## config.mk

```make
export PLATFORM = sky130hd
export DESIGN_NAME = branch_target_unit_flat
export DESIGN_NICKNAME = d
export VERILOG_FILES = /design/src/rtl/branch_target_unit_if.sv /design/src/rtl/branch_target_unit.sv /design/src/flat_wrapper.sv
export SDC_FILE = /design/constraint.sdc
export NUM_CORES = 1
export LEC_CHECK = 0
export BUFFER_PORTS_ARGS = -buffer_cell sky130_fd_sc_hd__clkbuf_2
export CAP_MARGIN = 25
export CORE_MARGIN = 2
export CORE_UTILIZATION = 55
export CTS_BUF_LIST = sky130_fd_sc_hd__clkbuf_16
export CTS_CLUSTER_SIZE = 24
export DETAILED_ROUTE_END_ITERATION = 10
export MAX_ROUTING_LAYER = met4
export PLACE_DENSITY = 0.91
export SLEW_MARGIN = 20
export SYNTH_ARGS = -nofsm -noshare
export SYNTH_HDL_FRONTEND = slang
export SYNTH_SLANG_ARGS = --single-unit
```

## constraint.sdc

```tcl
create_clock -name clk -period 2.1 [get_ports clk]
set_input_delay 0.105 -clock clk [delete_from_list [all_inputs] [get_ports clk]]
set_output_delay 0.105 -clock clk [all_outputs]
set_load 0.01 [all_outputs]
```

## src/rtl/branch_target_unit_if.sv

```systemverilog
// Request/response bundle for branch_target_unit.
// Parameters: DATA_W, IMM_W, IDX_W, DEPTH (must match the unit's parameters).
// Request side : in_valid, in_ready, in_mode, in_taken, in_pcnext, in_imm, in_index, in_reg
// Response side: out_valid, out_ready, out_target, out_redirect, count
// Optional     : out_misaligned when BTU_ALIGN_CHECK_EN is defined.
// master = decode/fetch side driving requests and consuming targets; slave = the unit.
interface branch_target_unit_if #(
    parameter int unsigned DATA_W = 32,
    parameter int unsigned IMM_W  = 16,
    parameter int unsigned IDX_W  = 26,
    parameter int unsigned DEPTH  = 2
);
    localparam int unsigned CNT_W = $clog2(DEPTH) + 1;

    logic              in_valid;
    logic              in_ready;
    logic [1:0]        in_mode;
    logic              in_taken;
    logic [DATA_W-1:0] in_pcnext;
    logic [IMM_W-1:0]  in_imm;
    logic [IDX_W-1:0]  in_index;
    logic [DATA_W-1:0] in_reg;
    logic              out_valid;
    logic              out_ready;
    logic [DATA_W-1:0] out_target;
    logic              out_redirect;
    logic [CNT_W-1:0]  count;
`ifdef BTU_ALIGN_CHECK_EN
    logic              out_misaligned;

    modport master (
        output in_valid, in_mode, in_taken, in_pcnext, in_imm, in_index, in_reg, out_ready,
        input  in_ready, out_valid, out_target, out_redirect, count, out_misaligned
    );
    modport slave (
        input  in_valid, in_mode, in_taken, in_pcnext, in_imm, in_index, in_reg, out_ready,
        output in_ready, out_valid, out_target, out_redirect, count, out_misaligned
    );
`else
    modport master (
        output in_valid, in_mode, in_taken, in_pcnext, in_imm, in_index, in_reg, out_ready,
        input  in_ready, out_valid, out_target, out_redirect, count
    );
    modport slave (
        input  in_valid, in_mode, in_taken, in_pcnext, in_imm, in_index, in_reg, out_ready,
        output in_ready, out_valid, out_target, out_redirect, count
    );
`endif
endinterface

```

## src/rtl/branch_target_unit.sv

```systemverilog
// branch_target_unit: computes next-PC targets (PC-relative branch, region jump,
// register jump, sequential) and queues {target, redirect} in a DEPTH-entry FIFO.
// Ports: clk, rst_n (async active-low), bus (branch_target_unit_if.slave).
// Optional feature macro: BTU_ALIGN_CHECK_EN adds a per-entry out_misaligned flag.
// Handshake outputs depend on registered occupancy only; full blocks pushes even
// when a pop happens in the same cycle.
module branch_target_unit #(
    parameter int unsigned DATA_W = 32,
    parameter int unsigned IMM_W  = 16,
    parameter int unsigned IDX_W  = 26,
    parameter int unsigned SHIFT  = 2,
    parameter int unsigned DEPTH  = 2
) (
    input logic                clk,
    input logic                rst_n,
    branch_target_unit_if.slave bus
);
    localparam int unsigned PTR_W = $clog2(DEPTH);
    localparam int unsigned CNT_W = PTR_W + 1;
    localparam int unsigned EXT_W = DATA_W - IMM_W;
    localparam int unsigned HI_W  = DATA_W - IDX_W - SHIFT;

    typedef enum logic [1:0] {
        MODE_BRANCH = 2'b00,
        MODE_JUMP   = 2'b01,
        MODE_REG    = 2'b10,
        MODE_NEXT   = 2'b11
    } mode_e;

    logic [DATA_W-1:0] tgt_mem_q [DEPTH];
    logic [DEPTH-1:0]  redir_mem_q;
`ifdef BTU_ALIGN_CHECK_EN
    logic [DEPTH-1:0]  mis_mem_q;
`endif
    logic [PTR_W-1:0]  wr_ptr_q, wr_ptr_d;
    logic [PTR_W-1:0]  rd_ptr_q, rd_ptr_d;
    logic [CNT_W-1:0]  count_q, count_d;

    logic [DATA_W-1:0] imm_off_c;
    logic [DATA_W-1:0] tgt_c;
    logic              redir_c;
    logic              push_c;
    logic              pop_c;

    // Target computation from the current request.
    always_comb begin
        imm_off_c = {{EXT_W{bus.in_imm[IMM_W-1]}}, bus.in_imm} << SHIFT;
        tgt_c     = bus.in_pcnext;
        redir_c   = 1'b0;
        case (mode_e'(bus.in_mode))
            MODE_BRANCH: begin
                if (bus.in_taken) begin
                    tgt_c   = bus.in_pcnext + imm_off_c;
                    redir_c = 1'b1;
                end
            end
            MODE_JUMP: begin
                tgt_c   = {bus.in_pcnext[DATA_W-1 -: HI_W], bus.in_index, {SHIFT{1'b0}}};
                redir_c = 1'b1;
            end
            MODE_REG: begin
                tgt_c   = bus.in_reg;
                redir_c = 1'b1;
            end
            default: begin
                tgt_c   = bus.in_pcnext;
                redir_c = 1'b0;
            end
        endcase
    end

    // Handshakes use registered occupancy only.
    assign push_c = bus.in_valid && (count_q != CNT_W'(DEPTH));
    assign pop_c  = bus.out_ready && (count_q != '0);

    // Pointer and occupancy next-state.
    always_comb begin
        wr_ptr_d = wr_ptr_q + PTR_W'(push_c);
        rd_ptr_d = rd_ptr_q + PTR_W'(pop_c);
        count_d  = count_q + CNT_W'(push_c) - CNT_W'(pop_c);
    end

    // State and storage; reset flushes every entry so the head reads zero.
    always_ff @(posedge clk or negedge rst_n) begin
        if (!rst_n) begin
            wr_ptr_q    <= '0;
            rd_ptr_q    <= '0;
            count_q     <= '0;
            redir_mem_q <= '0;
`ifdef BTU_ALIGN_CHECK_EN
            mis_mem_q   <= '0;
`endif
            for (int unsigned i = 0; i < DEPTH; i++) begin
                tgt_mem_q[i] <= '0;
            end
        end else begin
            wr_ptr_q <= wr_ptr_d;
            rd_ptr_q <= rd_ptr_d;
            count_q  <= count_d;
            if (push_c) begin
                tgt_mem_q[wr_ptr_q]   <= tgt_c;
                redir_mem_q[wr_ptr_q] <= redir_c;
`ifdef BTU_ALIGN_CHECK_EN
                mis_mem_q[wr_ptr_q]   <= (tgt_c[SHIFT-1:0] != '0);
`endif
            end
        end
    end

    assign bus.in_ready     = (count_q != CNT_W'(DEPTH));
    assign bus.out_valid    = (count_q != '0);
    assign bus.out_target   = tgt_mem_q[rd_ptr_q];
    assign bus.out_redirect = redir_mem_q[rd_ptr_q];
    assign bus.count        = count_q;
`ifdef BTU_ALIGN_CHECK_EN
    assign bus.out_misaligned = mis_mem_q[rd_ptr_q];
`endif

endmodule

```

## src/flat_wrapper.sv

```systemverilog
// flat-port wrapper written by rule: the top's interface ports become plain ports
module branch_target_unit_flat 
#(
    parameter int unsigned DATA_W = 32,
    parameter int unsigned IMM_W  = 16,
    parameter int unsigned IDX_W  = 26,
    parameter int unsigned SHIFT  = 2,
    parameter int unsigned DEPTH  = 2
)
  (clk, rst_n, bus_in_valid, bus_in_mode, bus_in_taken, bus_in_pcnext, bus_in_imm, bus_in_index, bus_in_reg, bus_out_ready, bus_in_ready, bus_out_valid, bus_out_target, bus_out_redirect, bus_count);
  branch_target_unit_if #(.DATA_W(DATA_W), .IMM_W(IMM_W), .IDX_W(IDX_W), .DEPTH(DEPTH)) bus_i ();
  input logic clk;
  input logic rst_n;
  input wire logic [$bits(bus_i.in_valid)-1:0] bus_in_valid;
  input wire logic [$bits(bus_i.in_mode)-1:0] bus_in_mode;
  input wire logic [$bits(bus_i.in_taken)-1:0] bus_in_taken;
  input wire logic [$bits(bus_i.in_pcnext)-1:0] bus_in_pcnext;
  input wire logic [$bits(bus_i.in_imm)-1:0] bus_in_imm;
  input wire logic [$bits(bus_i.in_index)-1:0] bus_in_index;
  input wire logic [$bits(bus_i.in_reg)-1:0] bus_in_reg;
  input wire logic [$bits(bus_i.out_ready)-1:0] bus_out_ready;
  output wire logic [$bits(bus_i.in_ready)-1:0] bus_in_ready;
  output wire logic [$bits(bus_i.out_valid)-1:0] bus_out_valid;
  output wire logic [$bits(bus_i.out_target)-1:0] bus_out_target;
  output wire logic [$bits(bus_i.out_redirect)-1:0] bus_out_redirect;
  output wire logic [$bits(bus_i.count)-1:0] bus_count;
  assign bus_i.in_valid = bus_in_valid;
  assign bus_i.in_mode = bus_in_mode;
  assign bus_i.in_taken = bus_in_taken;
  assign bus_i.in_pcnext = bus_in_pcnext;
  assign bus_i.in_imm = bus_in_imm;
  assign bus_i.in_index = bus_in_index;
  assign bus_i.in_reg = bus_in_reg;
  assign bus_i.out_ready = bus_out_ready;
  assign bus_in_ready = bus_i.in_ready;
  assign bus_out_valid = bus_i.out_valid;
  assign bus_out_target = bus_i.out_target;
  assign bus_out_redirect = bus_i.out_redirect;
  assign bus_count = bus_i.count;
  branch_target_unit #(.DATA_W(DATA_W), .IMM_W(IMM_W), .IDX_W(IDX_W), .SHIFT(SHIFT), .DEPTH(DEPTH)) u_core (.clk(clk), .rst_n(rst_n), .bus(bus_i));
endmodule
```

==> out/metrics.csv <==
metric;value;unit
Buffers on Ports;149;
largest family of logic cells by synthesized area;compound AO/OA/AOI/OAI gates;
asr flop ratio synth;100;%
Skew-Pair Late Insertion Delay;0.34;ns
Synthesis Warnings;0;
height of the die;111;µm
gr usage total;36.1;%
Startpoint Class;primary input;
syn nets;867;
mean post-synth cell area;8.72;µm²
Place WS;-0.582;ns
Via density;6.66;
fin crit period;2.39;ns
Worst-Margin Slew;0.675;ns
number of flops mapped to enable cells by yosys;0;
Clock Path Buffers;2;
failing checks;setup timing;
ant diodes;0;
clock transition at the registers of the reported paths;0.06;ns
Slew Limit Headroom;55.0;%
Post-Synth Adder-Cell Area;7.74;%
Setup violations, final;23;
Crit Path Category;primary input to register;
total clock sinks;70;
worst path arrival time;2.63;ns
Tcrit/Tclk final;114;%
largest net degree at the start of global routing;64;
GPL Wtd Cong;1.06;
cell taking the most area after synthesis;dfrtp_1;
sequential-to-total area share from yosys stat;28.1;%
Initial Utilization;57.1;%
area fraction of the dominant cell type after synthesis;28.1;%
hold crit path type;primary input to register;
Pins Over Slew Limit;0;
most frequent cells after synthesis;nor2_1, dfrtp_1, a21oi_1, nand2_1, mux2_2;
# DRC;0;
share of synthesized area spent on multiplexers;10.4;%
Compound-Gate Fraction of Synth Area;28.1;%
DIE AREA;12200;µm²
initial antenna violation count;0;
Post-Synthesis Cells;716;
RSZ-0062 raised after global routing;true;
maximum VDD drop;1.35;mV
area grow syn2layout;37.8;%
Placeable Area;10900;µm²
wire length on met1;7.91;mm
layout cell share with drive strength beyond 1;44.5;%
via count;7401;
fmax;419;MHz
Routed Antenna Nets;0;
outcome;complete, but fails checks;
final hold violation count;0;
total power draw;8.59;mW
# IOs;150;
XOR/XNOR share of the synthesized area;2.81;%
Final WS setup;-0.289;ns
CTS root buf;clkbuf_16;
CTS Buf Count;9;
simple-gate share of the synthesized area;16.3;%
Netlist cell types;86;
crit path max fanout;2;
ranking of synthesized cells by area;dfrtp_1, mux2_2, ha_1, a21oi_1, nor2_1;
met3 WL;2.31;mm
count leader, synth;nor2_1;
top sig layer;met4;
initial DRC count;898;
vias in the first global route;7195;
Routed met2 length;11.5;mm
GR Overflow Total;0;
Yosys reg bits;70;
P per Cell Area;999;nW/µm²
final net count;1118;
leakage power;3.99;nW
skew final;0.00779;ns
Cell Area, Synth;6240;µm²
Top FF cell, synth;dfrtp_1;
global-route wire length before repair;34.8;mm
total wire length;23.6;mm
drt pass-1 iters;6;
DP HPWL;16.1;mm
CTS tree;built;
# Max-Cap Violations;0;
Crit. End Element;register;
FP Rows;38;
critical path data required time;2.34;ns
H-tree Lvls;3;
die width;111;µm
Routed wire per std cell;21.2;µm
-- path summary, 6_finish.rpt --
path	start	to	slack (ns)	cells after the start
max reg2reg	u_core.bus.count[1]$_DFF_PN0_	u_core.tgt_mem_q[39]$_DFFE_PN0P_	0.22	7
min in group asynchronous	rst_n	u_core.tgt_mem_q[2]$_DFFE_PN0P_	0.24	2
max	bus_in_imm[0]	u_core.tgt_mem_q[60]$_DFFE_PN0P_	-0.29	13
min	bus_in_pcnext[0]	u_core.tgt_mem_q[32]$_DFFE_PN0P_	0.09	3
min reg2reg	u_core.tgt_mem_q[63]$_DFFE_PN0P_	u_core.tgt_mem_q[63]$_DFFE_PN0P_	0.50	1
max in group asynchronous	rst_n	u_core.bus.count[1]$_DFF_PN0_	1.11	3
-- state kept, by name, indices dropped and copies added, names as in the netlist --
signal	cells
u_core.wr_ptr_q	1
u_core.tgt_mem_q	64
u_core.redir_mem_q	2
u_core.rd_ptr_q	1
u_core.bus.count	2
-- kinds of logic (layout without fill, tap and decap cells) --
group	after synthesis	after routing
AOI/OAI and AO/OA	247	247
xor gates and xnor gates	20	20
adders and majority gates	38	38
buffers and inverters	74	330
DFF	70	70
muxes	58	58
and+or+nand+nor	209	209
-- area by class of cell --
class | count | area, µm²
well taps | 140 | 175
clock buffers | 9 | 225
multi-input cells | 572 | 4390
fillers | 682 | 2340
clock inverters | 7 | 81.3
flip-flops and latches | 70 | 1750
repair buffers | 293 | 1890
inverters | 21 | 78.8
-- where the power goes --
part           switching, mW  total (mW)  internal [mW]
logic                   2.43        4.63           2.20
clock network          0.622        1.56          0.933
registers              0.376        2.40           2.03
-- metrics by stage --
step / utilization [%] / hold slack [ns] / TNS, ns / instance area [µm²] / cells
6_report: 78.6 / 0.0937 / -2.65 / 8600 / 1112
5_1_grt: 78.6 / 0.134 / -5.02 / 8600 / 1112
4_1_cts: 76.4 / 0.0931 / -0.243 / 8350 / 1104
3_5_place_dp: 72.6 / 0.0828 / -15.79 / 7940 / 1084
3_3_place_gp: 72.6 / 0.0724 / -11.81 / 7940 / 1084
2_1_floorplan: - / -0.191 / -0.583 / 6310 / 716
-- layer usage --
metal	vias to the layer above	GRT usage, %
met5	-	-
met4	0	19.8
met3	203	6.86
met2	610	62.5
li1	3187	-
met1	3401	38.9
-- worst max-delay path, stage by stage --
cell and delay (ns):
buf_8 0.08, ha_4 0.13, inv_2 0.03, fa_2 0.36, nor2b_4 0.18, o2111ai_4 0.15
a2111oi_4 0.42, nor3_2 0.10, nor2_2 0.25, mux2i_1 0.25, o2111ai_2 0.17, buf_4 0.18
a221oi_2 0.22
-- repair_timing --
action / in CTS / in global routing
hold buffers: 1 / 0
hold endpoints to repair: 18 / 0
endpoints found under the setup margin: 20 / 38
buffers inserted: 3 / 8
resized for setup: 12 / 37
pin swaps: 10 / 25
-- layout by cell type (no fill, tap or decap), types with 5 or more instances in the layout --
master       n
a41oi_1      6
ha_2         5
a21o_1       8
nor2b_1      7
a221oi_1    11
nand2_1     55
o21ai_1      7
dfrtp_1     70
o21bai_1     6
ha_1        29
nand4_1      8
a21oi_2      9
a221o_1     11
and2_1       7
buf_4      140
a22oi_1     13
clkbuf_16    9
nor2_1      71
o21a_1      14
mux2_2      47
o21ai_0     27
a21oi_1     53
and3_1       6
mux2_4       7
o22ai_1     15
xor2_1       8
inv_1       20
nand3_1     16
a31oi_1      7
nand3b_1     5
xnor2_1     10
nand2b_1     7
clkbuf_2   145
No activity file was read; power rests on OpenSTA's default activity.
